--- src/rtl/mppt_regs_pkg.sv ---
// Shared register map, bit positions and reset defaults for the MPPT I2C register file.
package mppt_regs_pkg;

   localparam logic [7:0] ADDR_CTRL    = 8'h00;
   localparam logic [7:0] ADDR_STATUS  = 8'h01;
   localparam logic [7:0] ADDR_STEP_H  = 8'h02;
   localparam logic [7:0] ADDR_STEP_L  = 8'h03;
   localparam logic [7:0] ADDR_VMAX_H  = 8'h04;
   localparam logic [7:0] ADDR_VMAX_L  = 8'h05;
   localparam logic [7:0] ADDR_VMIN_H  = 8'h06;
   localparam logic [7:0] ADDR_VMIN_L  = 8'h07;
   localparam logic [7:0] ADDR_VREF_H  = 8'h08;
   localparam logic [7:0] ADDR_TEMP2_L = 8'h15;
   localparam logic [7:0] ADDR_LAST    = 8'h15;

   localparam int CTRL_EN_BIT   = 0;
   localparam int CTRL_SRST_BIT = 1;
   localparam int CTRL_HOLD_BIT = 2;

   localparam int ST_RUN_BIT    = 0;
   localparam int ST_FAULT_BIT  = 1;
   localparam int ST_WRERR_BIT  = 2;
   localparam int ST_CFGERR_BIT = 3;
   localparam int ST_CFGOK_BIT  = 4;

   localparam logic [15:0] STEP_DEFAULT_C = 16'h0010;
   localparam logic [15:0] VMAX_DEFAULT_C = 16'hF000;
   localparam logic [15:0] VMIN_DEFAULT_C = 16'h1000;

endpackage

--- src/rtl/mppt_reg16_stage.sv ---
// One byte-written 16-bit config register: MSB staging plus atomic commit on LSB write.
module mppt_reg16_stage
   import mppt_regs_pkg::*;
#(
   parameter logic [15:0] RESET_VAL = 16'h0000
)(
   input  logic        clk_i,
   input  logic        rst_i,
   input  logic        stage_wr_i,
   input  logic        stage_clr_i,
   input  logic        commit_wr_i,
   input  logic [7:0]  wdata_i,
   output logic [15:0] value_o,
   output logic [15:0] value_next_o
);

   logic [7:0]  stage_q, stage_d;
   logic        staged_q, staged_d;
   logic [15:0] value_q, value_d;

   // Stage the MSB; the LSB write merges it (or the live MSB) in one step.
   always_comb begin
      stage_d  = stage_q;
      staged_d = staged_q;
      value_d  = value_q;
      if (commit_wr_i) begin
         value_d  = {(staged_q ? stage_q : value_q[15:8]), wdata_i};
         stage_d  = 8'h00;
         staged_d = 1'b0;
      end else if (stage_wr_i) begin
         stage_d  = wdata_i;
         staged_d = 1'b1;
      end else if (stage_clr_i) begin
         stage_d  = 8'h00;
         staged_d = 1'b0;
      end else begin
         stage_d  = stage_q;
      end
   end

   // State register with synchronous reset to the default value.
   always_ff @(posedge clk_i) begin
      if (rst_i) begin
         stage_q  <= 8'h00;
         staged_q <= 1'b0;
         value_q  <= RESET_VAL;
      end else begin
         stage_q  <= stage_d;
         staged_q <= staged_d;
         value_q  <= value_d;
      end
   end

   assign value_o      = value_q;
   assign value_next_o = value_d;

endmodule

--- src/rtl/mppt_i2c_regfile.sv ---
// MPPT configuration/monitor register file behind the I2C slave byte interface.
module mppt_i2c_regfile
   import mppt_regs_pkg::*;
#(
   parameter logic [15:0] STEP_DEFAULT = STEP_DEFAULT_C,
   parameter logic [15:0] VMAX_DEFAULT = VMAX_DEFAULT_C,
   parameter logic [15:0] VMIN_DEFAULT = VMIN_DEFAULT_C
)(
   input  logic        clk,
   input  logic        rst,
   input  logic [7:0]  reg_addr,
   input  logic [7:0]  reg_wdata,
   input  logic        reg_write,
   input  logic        reg_read,
   output logic [7:0]  reg_rdata,
   input  logic [15:0] v_ref,
   input  logic [15:0] pv_v,
   input  logic [15:0] pv_i,
   input  logic [15:0] bat_v,
   input  logic [15:0] bat_i,
   input  logic [15:0] temp1,
   input  logic [15:0] temp2,
   input  logic        mppt_running,
   input  logic        fault_in,
   output logic        mppt_en,
   output logic        hold,
   output logic        soft_rst,
   output logic [15:0] step_size,
   output logic [15:0] v_max,
   output logic [15:0] v_min,
   output logic        cfg_update,
   output logic        cfg_valid
);

   logic [7:0]  rdata_q, rdata_d;
   logic [15:0] shadow_q, shadow_d;
   logic [6:0]  shadow_idx_q, shadow_idx_d;
   logic        en_q, en_d, hold_q, hold_d, srst_q, srst_d, upd_q, upd_d;
   logic        fault_q, fault_d, wr_err_q, wr_err_d, cfg_err_q, cfg_err_d;

   logic        cfg_wr_s, commit_s, status_clr_s, wr_err_set_s, cfg_err_set_s;
   logic [15:0] step_s, vmax_s, vmin_s, step_nx_s, vmax_nx_s, vmin_nx_s;
   logic [15:0] rd_full_s;
   logic        rd_is16_s;
   logic [7:0]  ctrl_s, status_s, rd_byte_s;

   assign cfg_wr_s = reg_write && (reg_addr >= ADDR_STEP_H) && (reg_addr <= ADDR_VMIN_L);
   assign commit_s = cfg_wr_s && reg_addr[0];

   mppt_reg16_stage #(.RESET_VAL(STEP_DEFAULT)) u_step (
      .clk_i(clk), .rst_i(rst),
      .stage_wr_i(reg_write && (reg_addr == ADDR_STEP_H)), .stage_clr_i(cfg_wr_s),
      .commit_wr_i(reg_write && (reg_addr == ADDR_STEP_L)), .wdata_i(reg_wdata),
      .value_o(step_s), .value_next_o(step_nx_s)
   );

   mppt_reg16_stage #(.RESET_VAL(VMAX_DEFAULT)) u_vmax (
      .clk_i(clk), .rst_i(rst),
      .stage_wr_i(reg_write && (reg_addr == ADDR_VMAX_H)), .stage_clr_i(cfg_wr_s),
      .commit_wr_i(reg_write && (reg_addr == ADDR_VMAX_L)), .wdata_i(reg_wdata),
      .value_o(vmax_s), .value_next_o(vmax_nx_s)
   );

   mppt_reg16_stage #(.RESET_VAL(VMIN_DEFAULT)) u_vmin (
      .clk_i(clk), .rst_i(rst),
      .stage_wr_i(reg_write && (reg_addr == ADDR_VMIN_H)), .stage_clr_i(cfg_wr_s),
      .commit_wr_i(reg_write && (reg_addr == ADDR_VMIN_L)), .wdata_i(reg_wdata),
      .value_o(vmin_s), .value_next_o(vmin_nx_s)
   );

   assign cfg_valid = (vmin_s < vmax_s) && (step_s != 16'h0000);

   // Select the 16-bit register addressed by the word index.
   always_comb begin
      rd_full_s = 16'h0000;
      rd_is16_s = 1'b1;
      case (reg_addr[7:1])
         7'd1:    rd_full_s = step_s;
         7'd2:    rd_full_s = vmax_s;
         7'd3:    rd_full_s = vmin_s;
         7'd4:    rd_full_s = v_ref;
         7'd5:    rd_full_s = pv_v;
         7'd6:    rd_full_s = pv_i;
         7'd7:    rd_full_s = bat_v;
         7'd8:    rd_full_s = bat_i;
         7'd9:    rd_full_s = temp1;
         7'd10:   rd_full_s = temp2;
         default: rd_is16_s = 1'b0;
      endcase
   end

   // Read byte and all next-state logic; reads always see pre-write state.
   always_comb begin
      ctrl_s                 = 8'h00;
      ctrl_s[CTRL_EN_BIT]    = en_q;
      ctrl_s[CTRL_HOLD_BIT]  = hold_q;
      status_s               = 8'h00;
      status_s[ST_RUN_BIT]   = mppt_running;
      status_s[ST_FAULT_BIT] = fault_q;
      status_s[ST_WRERR_BIT] = wr_err_q;
      status_s[ST_CFGERR_BIT]= cfg_err_q;
      status_s[ST_CFGOK_BIT] = cfg_valid;

      if (reg_addr == ADDR_CTRL) begin
         rd_byte_s = ctrl_s;
      end else if (reg_addr == ADDR_STATUS) begin
         rd_byte_s = status_s;
      end else if (rd_is16_s && !reg_addr[0]) begin
         rd_byte_s = rd_full_s[15:8];
      end else if (rd_is16_s) begin
         rd_byte_s = (shadow_idx_q == reg_addr[7:1]) ? shadow_q[7:0] : rd_full_s[7:0];
      end else begin
         rd_byte_s = 8'h00;
      end

      rdata_d      = reg_read ? rd_byte_s : rdata_q;
      shadow_d     = shadow_q;
      shadow_idx_d = shadow_idx_q;
      if (reg_read && rd_is16_s && !reg_addr[0]) begin
         shadow_d     = rd_full_s;
         shadow_idx_d = reg_addr[7:1];
      end else begin
         shadow_d     = shadow_q;
      end

      en_d   = en_q;
      hold_d = hold_q;
      srst_d = 1'b0;
      if (reg_write && (reg_addr == ADDR_CTRL)) begin
         en_d   = reg_wdata[CTRL_EN_BIT];
         hold_d = reg_wdata[CTRL_HOLD_BIT];
         srst_d = reg_wdata[CTRL_SRST_BIT];
      end else begin
         srst_d = 1'b0;
      end

      upd_d         = commit_s;
      status_clr_s  = reg_read && (reg_addr == ADDR_STATUS);
      wr_err_set_s  = reg_write && ((reg_addr == ADDR_STATUS) || (reg_addr >= ADDR_VREF_H));
      cfg_err_set_s = commit_s && !((vmin_nx_s < vmax_nx_s) && (step_nx_s != 16'h0000));
      fault_d       = fault_in      | (fault_q   & !status_clr_s);
      wr_err_d      = wr_err_set_s  | (wr_err_q  & !status_clr_s);
      cfg_err_d     = cfg_err_set_s | (cfg_err_q & !status_clr_s);
   end

   // Register file state with synchronous reset.
   always_ff @(posedge clk) begin
      if (rst) begin
         rdata_q      <= 8'h00;
         shadow_q     <= 16'h0000;
         shadow_idx_q <= 7'd0;
         en_q         <= 1'b0;
         hold_q       <= 1'b0;
         srst_q       <= 1'b0;
         upd_q        <= 1'b0;
         fault_q      <= 1'b0;
         wr_err_q     <= 1'b0;
         cfg_err_q    <= 1'b0;
      end else begin
         rdata_q      <= rdata_d;
         shadow_q     <= shadow_d;
         shadow_idx_q <= shadow_idx_d;
         en_q         <= en_d;
         hold_q       <= hold_d;
         srst_q       <= srst_d;
         upd_q        <= upd_d;
         fault_q      <= fault_d;
         wr_err_q     <= wr_err_d;
         cfg_err_q    <= cfg_err_d;
      end
   end

   assign reg_rdata  = rdata_q;
   assign mppt_en    = en_q;
   assign hold       = hold_q;
   assign soft_rst   = srst_q;
   assign cfg_update = upd_q;
   assign step_size  = step_s;
   assign v_max      = vmax_s;
   assign v_min      = vmin_s;

endmodule

--- config.mk ---
export PLATFORM = sky130hd
export DESIGN_NAME = mppt_i2c_regfile
export DESIGN_NICKNAME = d
export VERILOG_FILES = /design/src/rtl/mppt_regs_pkg.sv /design/src/rtl/mppt_reg16_stage.sv /design/src/rtl/mppt_i2c_regfile.sv
export SDC_FILE = /design/constraint.sdc
export NUM_CORES = 1
export LEC_CHECK = 0
export ABC_AREA = 1
export BUFFER_PORTS_ARGS = -buffer_cell sky130_fd_sc_hd__buf_2
export CAP_MARGIN = 10
export CORE_MARGIN = 3
export CORE_UTILIZATION = 54
export CTS_BUF_LIST = sky130_fd_sc_hd__clkbuf_4
export DETAILED_ROUTE_END_ITERATION = 6
export MAX_ROUTING_LAYER = met4
export PLACE_DENSITY = 0.81
export SLEW_MARGIN = 20
export SYNTH_ARGS = -nofsm -noshare
export SYNTH_HDL_FRONTEND = slang
export SYNTH_SLANG_ARGS = --single-unit
--- constraint.sdc ---
create_clock -name clk -period 3.5 [get_ports clk]
set_clock_uncertainty 0.1 [all_clocks]
set_input_delay 1.05 -clock clk [delete_from_list [all_inputs] [get_ports clk]]
set_output_delay 1.05 -clock clk [all_outputs]
set_load 0.1 [all_outputs]
[After elaboration in Yosys (flattened, before gate mapping)]
Index checks and enable logic that the tools add are counted.
Word-level totals
  flip-flop bits (word level): 105
  bits of input ports: 134
  output and inout bits: 61
  logic and storage cells: 103
Cells by class
  $lt $le $gt $ge: 5
  eq/ne operators: 18
  muxes and demuxes: 21
  bitwise logic cells: 7
  reductions and logical operators: 33
Operator list (count)
  $pmux W16 S10: 1
  $mux W8: 12
  $mux W16: 3
  $eq A8 B3 Y1 const B: 4
  $lt A16 B16 Y1: 2
  $reduce_bool A16 Y1: 2
  $eq A7 B3 Y1 const B: 4
  $eq A7 B4 Y1 const B: 3
  $logic_and A1 B1 Y1: 18
  $eq A8 B2 Y1 const B: 2
  $eq A7 B2 Y1 const B: 2
  $reduce_or A10 Y1: 1
  $eq A8 B1 Y1 const B: 1
  $ge A8 B2 Y1 const B: 1
  $ge A8 B4 Y1 const B: 1
  $le A8 B3 Y1 const B: 1
  $logic_not A8 Y1: 1
  $reduce_or A2 Y1: 4
  $eq A7 B1 Y1 const B: 1
  $eq A7 B7 Y1: 1
  $reduce_bool A2 Y1: 3
  $mux W1: 5
  $and A1 B1 Y1: 3
  $logic_not A1 Y1: 3
  3 further kinds: 5

[Longest topological paths before layout]
  depth in word-level cells: 8
  gate-level depth with buffers: 19
  depth with buffers taken out: 18

[Modules after synthesis]
From an unflattened synthesis, not the netlist that was laid out.
Unflattened totals
  cells, all modules: 1128
  area total of the unflattened synthesis: 7020.5 um^2
By module, submodules not included
  mppt_i2c_regfile: instances 1, cells an instance 692, area each 3962.6 um^2, seq. area each 600.6 um^2
  mppt_reg16_stage at u_step: instances 1, cells an instance 151, area each 1046.0 um^2, seq. area each 500.5 um^2
  mppt_reg16_stage at u_vmin: instances 1, cells an instance 148, area each 1036.0 um^2, seq. area each 500.5 um^2
  mppt_reg16_stage at u_vmax: instances 1, cells an instance 137, area each 975.9 um^2, seq. area each 500.5 um^2

[Worst setup path before layout]
No wires, ideal clock.
  path kind: reg2out
  start: register u_vmax.value_q[15] (netlist: u_vmax.value_o[15])
  end: output port cfg_valid
  data arrival time: 2.468 ns
  required time: 2.350 ns
  slack: -0.118 ns
  stages on the path, launching flop included: 8
  path buffers: 0
  cell sequence: dfxtp_1 > inv_1 > ha_1 > a21oi_1 > o21ai_0 > a21oi_1 > nand3_1 > inv_1
Between the ends
  longest elaborated chain between the ends: 2
RTL lines
  start: declaration: RTL line mppt_reg16_stage.sv:19  | logic [15:0] value_q, value_d;
  start signal: assignment: RTL line mppt_reg16_stage.sv:50  | value_q <= value_d;
  $lt A16 B16 Y1: RTL line mppt_i2c_regfile.sv:71  | assign cfg_valid = (vmin_s < vmax_s) && (step_s != 16'h0000);
  $logic_and A1 B1 Y1: RTL line mppt_i2c_regfile.sv:71
  end: declaration: RTL line mppt_i2c_regfile.sv:32  | output logic cfg_valid
No other way between the ends.

[Worst setup path in the final report]
  start: register u_vmax.value_q[1] (netlist: u_vmax.value_o[1])
  end: output port cfg_valid
The elaborated chain is that of the path after synthesis.

==> results.yml <==
timing:
  fin_setup_tns_ns: 0
  setup_viol: 0
  rsz0062_at_grt: "false"
  period_share_pct: 95.5
  fmax_mhz: 299
  relSlewSlack_pct: 43.4
  min_period_ns: 3.34
  tightest_slew_ns: 0.842
  hold_viol: 0
  drv_slew: 0
setup_path:
  crit_chain: "inv_1, ha_1, o21ai_0, nand2_1, nand3_1, nand2_1, nand2_1, nand2_1, nand2_1, nand3_1, inv_1, buf_4"
  cp.required_ns: 2.35
  cp_common_cell: "nand2_1"
  path_class: "flop to primary output"
  critPathArrivalTime_ns: 2.19
  slowest_delay_ns: 0.39
  end_kind: "primary output"
  slowest_stage: "dfxtp_2"
  start_kind: "flop"
  crit_path_max_fanout: 3
synthesis:
  syn_area_per_cell_sq_um: 6.08
  synth_area_leaders: "dfxtp_1, nand2_1, nor2_1, inv_1, a21oi_1"
  mappedNetlistNets: 1270
  yosys.cell_types.count: 35
  synth_top_area_share_pct: 31.3
  synth_simple_gate_area_share_pct: 38.8
  ys_seq_area_share_pct: 31.3
  synthFlopType: "dfxtp_1"
  synth-edff-count: 0
  async_flop_share_pct: 0
  synthesis.instances: 1106
  synth_top_family_by_area: "simple AND/OR/NAND/NOR gates"
  yosys.area.top_type: "dfxtp_1"
  ys_seq_elements: 105
  synthMuxAreaShare_pct: 0
  synth_adder_area_share_pct: 5.58
  synth_xor_area_share_pct: 0.391
  synth_compound_area_share_pct: 13.2
  synth_area_sq_um: 6730
  yosys_warnings: 0
clock_network:
  cts_made_buffers: 9
  cts.clk_slew.worst_paths_ns: 0.16
  root_buffer: "clkbuf_4"
  cts_tree: "yes"
  clockBufferDepth: 2
  cts_num_sinks: 105
  cts_hold_buf: 0
  worstSkewPairLatency_ns: 0.45
  htree_num_levels: 3
layout:
  antenna_cells: 0
  final-instance-count-excl-fill: 1470
  final_layout_size_suffix_gt1_share_pct: 22.2
  n_fill_cell: 1260
  mostFrequentLayoutCells: "nand2_1, buf_2, nor2_1"
  fin_nets: 1462
  final_common_cell: "nand2_1"
  areaGrowthSynthToFinish_pct: 18.8
drt:
  drt_iter0_drc: 725
  met1Wirelength_microns: 9510
  routed_via_density: 5.21
  drc_errors: 0
  wl_per_cell_microns: 15.7
  ant_nets: 0
  wl_microns: 23100
  dr.pass1.iters: 5
  vias: 7656
  routed-wl-met3_microns: 1910
  dr.max_layer_used: "met4"
  routed-wl-met2_microns: 10900
floorplan:
  pin_count: 195
  initial_core_util_pct: 55.5
  die_w_microns: 118
  die_height_microns: 118
  dieArea_sq_um: 13800
  core_area_sq_um: 12100
  rows: 40
power:
  p_leak_nw: 4.17
  vdd_drop_max_mv: 0.216
  p_per_area_nw_per_um2: 251
global_routing:
  grt_first_pass_wirelength_microns: 36000
  first_global_vias: 7038
  overflow: 0
  grt_max_degree: 42
  grt_use_total_pct: 33.6
  antenna_found_initial: 0
placement:
  dpl.cell_count: 1455
  dp_hpwl_microns: 18900
  gp_congestion: 1.00
  port-buffer-count: 194
flow_run:
  cap_viol_max_count: 0
hold_path:
  hold_path_class: "flop to flop"
outcome:
  status: "finished, final reports clean"
[state kept, by name, summed over array words and instances, names as in the netlist, 7 cells and up]
register,cells
u_step.value_o,16
u_vmin.stage_q,8
shadow_q,8
shadow_idx_q,7
u_step.stage_q,8
reg_rdata,8
u_vmax.value_o,16
u_vmin.value_o,16
u_vmax.stage_q,8
[worst max-delay path, delay by kind of cell (launching register included)]
kind	cells	cell delay [ns]
AND/OR/NAND/NOR	7	0.60
buffers and inverters	3	0.42
flip-flops	1	0.39
adder cells (fa/ha/maj)	1	0.28
AO/OA/AOI/OAI	1	0.07
[power by group]
group / internal, mW / switching (mW) / total (mW)
Combinational: 0.0892 / 0.147 / 0.237
Sequential: 1.20 / 0.00286 / 1.20
Clock: 0.162 / 0.403 / 0.565
Total: 1.45 / 0.553 / 2.01
[path summary, 6_finish.rpt]
kind / start / to / slack, ns / cells after the start
worst max register to register: u_vmin.staged_q / cfg_err_q / 1.29 / 14
worst min register to register: shadow_q[1] / shadow_q[1] / 0.36 / 2
worst max-delay path: u_vmax.value_o[1] / cfg_valid / 0.16 / 12
worst min-delay path: shadow_q[1] / shadow_q[1] / 0.36 / 2
[through the flow]
step           total power [mW]  worst slack (ns)  hold WS (ns)  area, sq um  utilization [%]
2_1_floorplan              1.34           0.00300         0.325         6740                -
3_3_place_gp               1.46             0.163         0.337         7880             65.0
3_5_place_dp               1.46             0.118         0.343         7880             65.0
4_1_cts                    2.01            0.0168         0.362         7990             66.0
5_1_grt                    2.09            0.0125         0.384         7990             66.0
6_report                   2.01             0.158         0.364         7990             66.0
[cells in the mapped netlist, types with 5 or more instances]
| cell type | n |
|---|---|
| inv_1 | 123 |
| nor2_1 | 143 |
| clkbuf_1 | 17 |
| buf_4 | 7 |
| ha_1 | 30 |
| nand3_1 | 43 |
| nand2_2 | 7 |
| nand4_1 | 5 |
| inv_2 | 12 |
| buf_2 | 5 |
| nand2_1 | 386 |
| nor3_1 | 13 |
| buf_6 | 7 |
| a21oi_1 | 80 |
| o22ai_1 | 6 |
| dfxtp_1 | 105 |
| o21ai_1 | 7 |
| o21ai_0 | 70 |
| nor2_2 | 8 |
[cells by family (layout without fill, tap and decap cells)]
kind of cell               after synthesis  after routing
and+or+nand+nor                        626            626
adders and majority gates               30             30
DFF                                    105            105
AOI/OAI and AO/OA                      171            171
xor gates and xnor gates                 3              3
buffers and inverters                  171            367
[final cells by class]
cell class	instances	area [sq um]	share of cell area, %
flip-flops and latches	105	2120	26.5
repair buffers	217	1150	14.3
well taps	168	210	2.63
clock buffers	11	82.6	1.03
clock inverters	4	30.0	0.376
multi-input cells	830	3900	48.7
inverters	135	507	6.34
[routing by layer]
layer | GRT usage, % | vias up
li1 | - | 3856
met4 | 13.5 | 0
met1 | 41.6 | 3393
met2 | 55.4 | 352
met5 | - | -
met3 | 5.05 | 55
[what timing repair did]
| action | in CTS | in global routing |
|---|---|---|
| resized for setup | 0 | 2 |
| endpoints found under the setup margin | 0 | 1 |
| buffers inserted | 0 | 0 |
| hold endpoints to repair | 0 | 0 |
No activity file was read; power rests on OpenSTA's default activity.
